## config.mk

```make
export PLATFORM = sky130hd
export DESIGN_NAME = nibble_serial_adder
export DESIGN_NICKNAME = d
export VERILOG_FILES = /design/src/rtl/nibble_serial_adder.sv
export SDC_FILE = /design/constraint.sdc
export NUM_CORES = 1
export LEC_CHECK = 0
export CAP_MARGIN = 20
export CORE_MARGIN = 1
export CORE_UTILIZATION = 46
export DETAILED_ROUTE_END_ITERATION = 7
export HOLD_SLACK_MARGIN = 0.1
export PLACE_DENSITY_LB_ADDON = 0.15
export SKIP_LAST_GASP = 1
export SYNTH_ARGS = -nofsm -noshare
export SYNTH_HDL_FRONTEND = slang
export SYNTH_SLANG_ARGS = --single-unit
```

## constraint.sdc

```tcl
create_clock -name clock -period 1.6 [get_ports clock]
set_input_delay 0.32 -clock clock [delete_from_list [all_inputs] [get_ports clock]]
set_output_delay 0.32 -clock clock [all_outputs]
set_load 0.01 [all_outputs]
```

## src/rtl/nibble_serial_adder.sv

```systemverilog
// nibble_serial_adder
//   Multi-cycle WIDTH-bit unsigned adder built around a single 4-bit add
//   slice. A start pulse latches the operands. The slice then processes one
//   nibble per clock, least significant nibble first. The slice carry-out is
//   carried into the next nibble through a register, so no wide
//   combinational adder is needed.
//
// Parameters
//   WIDTH  operand/result width (multiple of 4, >= 8)
//
// Ports
//   clock  in   rising-edge clock
//   reset  in   synchronous active-high reset
//   start  in   request, honoured only while busy=0
//   a, b   in   operands, sampled on the accepted start edge
//   cin    in   carry into nibble 0, sampled on the accepted start edge
//   busy   out  high while a computation is in progress
//   done   out  one-cycle pulse when s/cout present a new result
//   s      out  registered sum, (a + b + cin) mod 2^WIDTH
//   cout   out  registered carry out of the top nibble
module nibble_serial_adder #(
    parameter int WIDTH = 16
) (
    input  logic             clock,
    input  logic             reset,
    input  logic             start,
    input  logic [WIDTH-1:0] a,
    input  logic [WIDTH-1:0] b,
    input  logic             cin,
    output logic             busy,
    output logic             done,
    output logic [WIDTH-1:0] s,
    output logic             cout
);

    localparam int NIBBLES = WIDTH / 4;
    localparam int IDX_W   = $clog2(NIBBLES);

    typedef enum logic {
        IDLE = 1'b0,
        RUN  = 1'b1
    } state_t;

    state_t           state_q, state_d;
    logic [IDX_W-1:0] idx_q, idx_d;
    logic             carry_q, carry_d;
    logic [WIDTH-1:0] a_q, a_d;
    logic [WIDTH-1:0] b_q, b_d;
    logic [WIDTH-1:0] partial_q, partial_d;
    logic [WIDTH-1:0] s_q, s_d;
    logic             cout_q, cout_d;
    logic             done_q, done_d;

    logic [4:0]       slice_sum;
    logic             last_nibble;

    // The single 4-bit slice: {c4, sum4} = A[3:0] + B[3:0] + carry.
    assign slice_sum   = {1'b0, a_q[3:0]} + {1'b0, b_q[3:0]} + {4'b0000, carry_q};
    assign last_nibble = (idx_q == IDX_W'(NIBBLES - 1));

    // ------------------------------------------------------------------
    // State register and datapath registers
    // ------------------------------------------------------------------
    always_ff @(posedge clock) begin
        if (reset) begin
            state_q   <= IDLE;
            idx_q     <= '0;
            carry_q   <= 1'b0;
            a_q       <= '0;
            b_q       <= '0;
            partial_q <= '0;
            s_q       <= '0;
            cout_q    <= 1'b0;
            done_q    <= 1'b0;
        end else begin
            state_q   <= state_d;
            idx_q     <= idx_d;
            carry_q   <= carry_d;
            a_q       <= a_d;
            b_q       <= b_d;
            partial_q <= partial_d;
            s_q       <= s_d;
            cout_q    <= cout_d;
            done_q    <= done_d;
        end
    end

    // ------------------------------------------------------------------
    // Next-state logic
    // ------------------------------------------------------------------
    always_comb begin
        state_d = state_q;
        case (state_q)
            IDLE: if (start)       state_d = RUN;
            RUN:  if (last_nibble) state_d = IDLE;
            default:               state_d = IDLE;
        endcase
    end

    // ------------------------------------------------------------------
    // Datapath next values
    // ------------------------------------------------------------------
    always_comb begin
        idx_d     = idx_q;
        carry_d   = carry_q;
        a_d       = a_q;
        b_d       = b_q;
        partial_d = partial_q;
        s_d       = s_q;
        cout_d    = cout_q;
        done_d    = 1'b0;

        case (state_q)
            IDLE: begin
                if (start) begin
                    a_d       = a;
                    b_d       = b;
                    carry_d   = cin;
                    idx_d     = '0;
                    partial_d = '0;
                end
            end
            RUN: begin
                // Operands shift down so the slice always sees bits [3:0];
                // sums enter at the top so after NIBBLES steps the partial
                // register holds the result in its natural bit order.
                a_d       = a_q >> 4;
                b_d       = b_q >> 4;
                partial_d = {slice_sum[3:0], partial_q[WIDTH-1:4]};
                carry_d   = slice_sum[4];
                idx_d     = idx_q + IDX_W'(1);
                if (last_nibble) begin
                    // Publish only the complete result so s never shows
                    // a partial sum.
                    s_d    = {slice_sum[3:0], partial_q[WIDTH-1:4]};
                    cout_d = slice_sum[4];
                    done_d = 1'b1;
                    idx_d  = '0;
                end
            end
            default: ;
        endcase
    end

    // ------------------------------------------------------------------
    // Outputs
    // ------------------------------------------------------------------
    always_comb begin
        busy = (state_q == RUN);
        done = done_q;
        s    = s_q;
        cout = cout_q;
    end

endmodule

```

======== Word-level counts from Yosys, hierarchy flattened ========
Cells that the tools add are included.
word-level totals
  register bits ........................... 70
  input bits .............................. 36
  output and inout bits ................... 19
  logic and storage cells ................. 32
operators by class
  add/subtract/negate cells ............... 3
  eq/ne operators ......................... 2
  mux-type cells .......................... 15
  bitwise operators ....................... 1
  reduce and logical (&&, ||, !) cells .... 2
operators with widths
  operator                                       count
  case mux 16 bit (2 select lines)               3
  two-way mux 16 bit                             3
  adder 4 x 4 -> 5 bit                           1
  adder 5 x 1 -> 5 bit                           1
  two-way mux 1 bit                              4
  two-way mux 2 bit                              2
  case mux 1 bit (2 select lines)                2
  case mux 2 bit (2 select lines)                1
  adder 2 x 1 -> 2 bit (second input constant)   1
  == test 2 bit (second input constant)          1
  inequality test 2 bit (second input constant)  1
  AND reduction 2 bit                            1
  OR reduction 2 bit                             1
  inverter 1 bit                                 1

======== Depth between registers and ports, before layout ========
  word-level depth ........................ 3
  depth in mapped cells ................... 5
  gate-level depth less buffers ........... 5

======== Worst setup path before layout ========
No wires, ideal clock.
  kind .................................... register to register
  start point ............................. register carry_q
  end point ............................... register carry_q
  library setup time ...................... 0.125 ns
  arrival ................................. 1.572 ns
  required time ........................... 1.475 ns
  path slack .............................. -0.097 ns
  stages on the path, launching flop included .. 6
  path buffers ............................ 0
  clock period less this slack ............ 1.697 ns
  path through ............................ dfxtp_1 -> fa_1 -> fa_1 -> a21o_1 -> a21oi_1 -> a211oi_1
between the ends
  word-level cells in the longest chain between the ends .. 2
RTL lines
  element                          RTL line  RTL
  start: declaration               46        logic carry_q, carry_d;
  start signal: assignment         78        carry_q <= carry_d;
  adder 5 x 1 -> 5 bit             58        assign slice_sum = {1'b0, a_q[3:0]} + {1'b0, b_q[3:0]} + {4'b0000, carry_q};
  case mux 1 bit (2 select lines)  113       case (state_q)
Every way passes these cells.
A chain may end at the register's enable or synchronous reset.

======== Final worst setup path ========
  start point ............................. register b_q[0]
  end point ............................... register carry_q
between the ends
  word-level cells in the longest chain between the ends .. 3
RTL lines
  element                          RTL line  RTL
  start: declaration               48        logic [WIDTH-1:0] b_q, b_d;
  start signal: assignment         70        b_q <= '0;
  start signal: assignment         80        b_q <= b_d;
  adder 4 x 4 -> 5 bit             58
  adder 5 x 1 -> 5 bit             58
  case mux 1 bit (2 select lines)  113
Every way passes these cells.

==> results by group <==
Status
  • Outcome: finished with violations
  • Failing checks: setup timing

Floorplan
  • Number of top-level pins: 55
  • Core area: 5610 um2
  • Die Ht: 79.2 um
  • Die area: 6270 um2
  • Row count: 27
  • Initial Util: 48.9%
  • Die width: 79.2 um

STA
  • Setup Skew: 0.00339 ns
  • Final setup margin: -0.00621 ns
  • FMAX: 623 MHz
  • RSZ-0062 raised after global routing: yes
  • TNS Setup: -0.00766 ns
  • Final min period: 1.61 ns
  • Pins Over Slew Limit: 0
  • Final setup violation count: 2
  • Part of the cycle the worst path needs: 100%
  • Worst slew pin tran: 0.339 ns
  • Hold Fails Final Rpt: 0
  • Slew HR: 77.4%

Setup path
  • Critical path's slowest cell: fa_2
  • Reg-to-Reg End: carry_q
  • Crit path DAT: 1.83 ns
  • Critical Path End Type: flop
  • Worst reg-to-reg setup slack: -0.006 ns
  • Critical path launch point type: flop
  • Critical path class: reg -> reg
  • Reg2Reg Depth: 5
  • Critical Path Start: b_q[0]
  • Worst reg2reg path startpoint: b_q[0]
  • Delay of the slowest critical-path stage: 0.39 ns
  • Cell chain of the critical path: fa_2 > fa_2 > a21o_1 > a21oi_2 > a211oi_1
  • Worst-path fanout max: 2
  • CP Capture Point: carry_q
  • Crit path required time: 1.82 ns
  • Cell mode on critical path: fa_2

Pwr
  • Switching fraction of total power: 23.2%
  • Reg power frac: 50.5%
  • Combinational share of power: 12.0%
  • Switching Power: 0.000805 W
  • Peak VDD IR: 0.713 mV
  • Int Pwr: 0.00266 W
  • Clk pwr share: 37.6%
  • Power per Cell Area: 957 nW/um2
  • P_leak: 1.49 nW

Cells and area
  • Register area: 1330 um2
  • Final core utilization: 64.5%
  • Area Overhead vs Synth: 32.0%
  • Final Instance Area: 3620 um2
  • Multi-input gate area: 1330 um2
  • Final #Nets: 359
  • Fill cell count: 501
  • Share of cells above drive strength 1: 11.5%
  • Ant diodes: 0

Placement
  • # port buffers: 54
  • Place WS: -0.0461 ns
  • Placed Area: 3420 um2
  • RD Place Congestion: 0.765
  • Dpl hpwl: 3710 um

Synth
  • Yosys cell types: 30
  • Net Count, Synth: 300
  • Number of synthesized register bits: 66
  • Ys Warns: 0
  • Post-Syn Instances: 258
  • Seq/Total Area, Yosys: 48.2%
  • Avg Synthesized Cell Area: 10.6 um2
  • Mapped Area: 2740 um2

Run
  • Max_cap viols: 0

Global route
  • Initial antenna violation count: 0
  • Number of global-route vias before repair: 1998
  • Overflow after GRT: 0
  • Largest net degree at the start of global routing: 28
  • First-pass GRT wire length: 9180 um
  • GR Util All Layers: 19.2%

CTS
  • CTS tree: yes
  • Hold_buf cts: 0
  • Postcts setup bufs: 0
  • CTS root buf: clkbuf_8
  • CTS H-tree depth: 3
  • Clock Pin Slew Worst Setup and Hold Paths: 0.07 ns
  • Clock Path Buffers: 2
  • Total CTS buffers: 9
  • Clock sinks: 66
  • Clock latency on the worst-skew pair: 0.33 ns

Routing
  • Total Wirelength: 5290 um
  • Routed vias/inst: 5.16
  • Number of remaining DRC errors: 0
  • Final ANT Viol Nets: 0
  • Starting DRC count in detailed routing: 59
  • Vias: 2028
  • Drt pass-1 iters: 4
  • Wirelength per Cell: 13.5 um

Hold path
  • Worst Hold Class: in -> reg
[power by group through the flow]
stage	Combinational (W)	Clock (W)	Sequential [W]
finish	0.000414	0.00130	0.00175
global route	0.000458	0.00141	0.00176
CTS	0.000416	0.00134	0.00175
detailed placement	0.000413	0	0.00179
global placement	0.000406	0	0.00178
floorplan	0.000253	0	0.00177
[worst max-delay path, delay by kind of cell, from the launching register on]
family,cells,cell delay [ns]
AOI/OAI and AO/OA,3,0.39
adders and majority gates,2,0.77
DFF,1,0.33
[worst min-delay path by stage]
stage | cells after the start | endpoint | startpoint
floorplan | 1 | s[0] | partial_q[4]
global placement | 1 | s[0] | partial_q[4]
detailed placement | 1 | s[8] | s[8]
CTS | 3 | b_q[15] | start
global route | 3 | b_q[15] | start
finish | 3 | b_q[15] | start
[layout by cell type, fill, tap and decap left out, types with 2 or more instances in the layout]
master	Yosys	layout
a22o_1	15	15
a21oi_2	1	2
clkdlybuf4s50_1	0	52
ha_1	4	4
clkinv_2	0	2
dfxtp_1	66	64
fa_2	0	2
mux2i_1	33	33
buf_4	4	10
nor2b_1	2	2
mux2_1	24	24
nor3b_1	13	13
nor2_1	46	46
nand2_1	4	4
a211oi_1	2	2
a21oi_1	14	13
clkbuf_8	0	13
buf_12	0	4
[logic make-up after synthesis]
kind of cell,Yosys count,synth area share (%)
AOI/OAI and AO/OA,36,9.45
adders and majority gates,6,3.29
xor gates and xnor gates,1,0.320
and+or+nand+nor,72,12.8
buffers and inverters,20,4.06
muxes,57,21.9
DFF,66,48.2
[sequential cells by signal (all words and copies together) (netlist names)]
name,count
b_q,16
s,16
idx_q,2
done,1
partial_q,12
a_q,16
cout,1
carry_q,1
busy,1
[routing by layer]
| layer | track usage (%) | part of all wire, % | vias to the layer above | wire length [um] |
|---|---|---|---|---|
| li1 | - | - | 1027 | - |
| met1 | 22.9 | 47 | 952 | 2460 |
| met2 | 31.6 | 47 | 44 | 2490 |
| met3 | 7.13 | 5.0 | 5 | 263 |
| met4 | 6.55 | 1.4 | 0 | 72 |
| met5 | 0 | 0 | - | 0 |
[cell usage after synthesis]
master | instances | area, um2
a21oi_1 | 14 | 70.1
nor2_1 | 46 | 173
mux2_1 | 24 | 270
a21oi_2 | 1 | 8.76
or2_1 | 1 | 6.26
nor4b_1 | 1 | 8.76
buf_6 | 1 | 11.3
clkbuf_1 | 2 | 7.51
dfxtp_1 | 66 | 1320
ha_1 | 4 | 50.1
nand2_1 | 4 | 15.0
and4_1 | 1 | 8.76
fa_1 | 2 | 40.0
and3b_1 | 1 | 8.76
a211oi_1 | 2 | 15.0
nand3_1 | 1 | 5.00
a22o_1 | 15 | 131
xor2_1 | 1 | 8.76
nor3_1 | 1 | 5.00
buf_4 | 4 | 30.0
a221o_1 | 1 | 10.0
nor4bb_1 | 1 | 10.0
mux2i_1 | 33 | 330
nor3b_1 | 13 | 97.6
buf_1 | 2 | 7.51
nor2b_1 | 2 | 12.5
a21o_1 | 1 | 7.51
buf_2 | 11 | 55.1
a211o_1 | 1 | 8.76
o31ai_1 | 1 | 7.51
[what timing repair did]
action	CTS	global route
gates resized for setup	4	1
hold endpoints to repair	0	0
pin swaps	5	2
endpoints found under the setup margin	3	4
[metrics by stage]
stage                     hold slack, ns  std cells  total power (W)
after floorplan                    0.441        258          0.00202
after global placement             0.446        378          0.00219
after detailed placement           0.454        378          0.00220
after CTS                          0.376        393          0.00350
after global routing               0.400        393          0.00362
final                              0.378        393          0.00346
[cell type report]
| cell class | instances | area share, % |
|---|---|---|
| repair buffers | 68 | 19.0 |
| clock buffers | 13 | 4.94 |
| clock inverters | 2 | 0.277 |
| well taps | 72 | 2.49 |
| multi-input cells | 172 | 36.6 |
| flip-flops and latches | 66 | 36.6 |
Note: power is estimated with default switching activity, not from simulation.
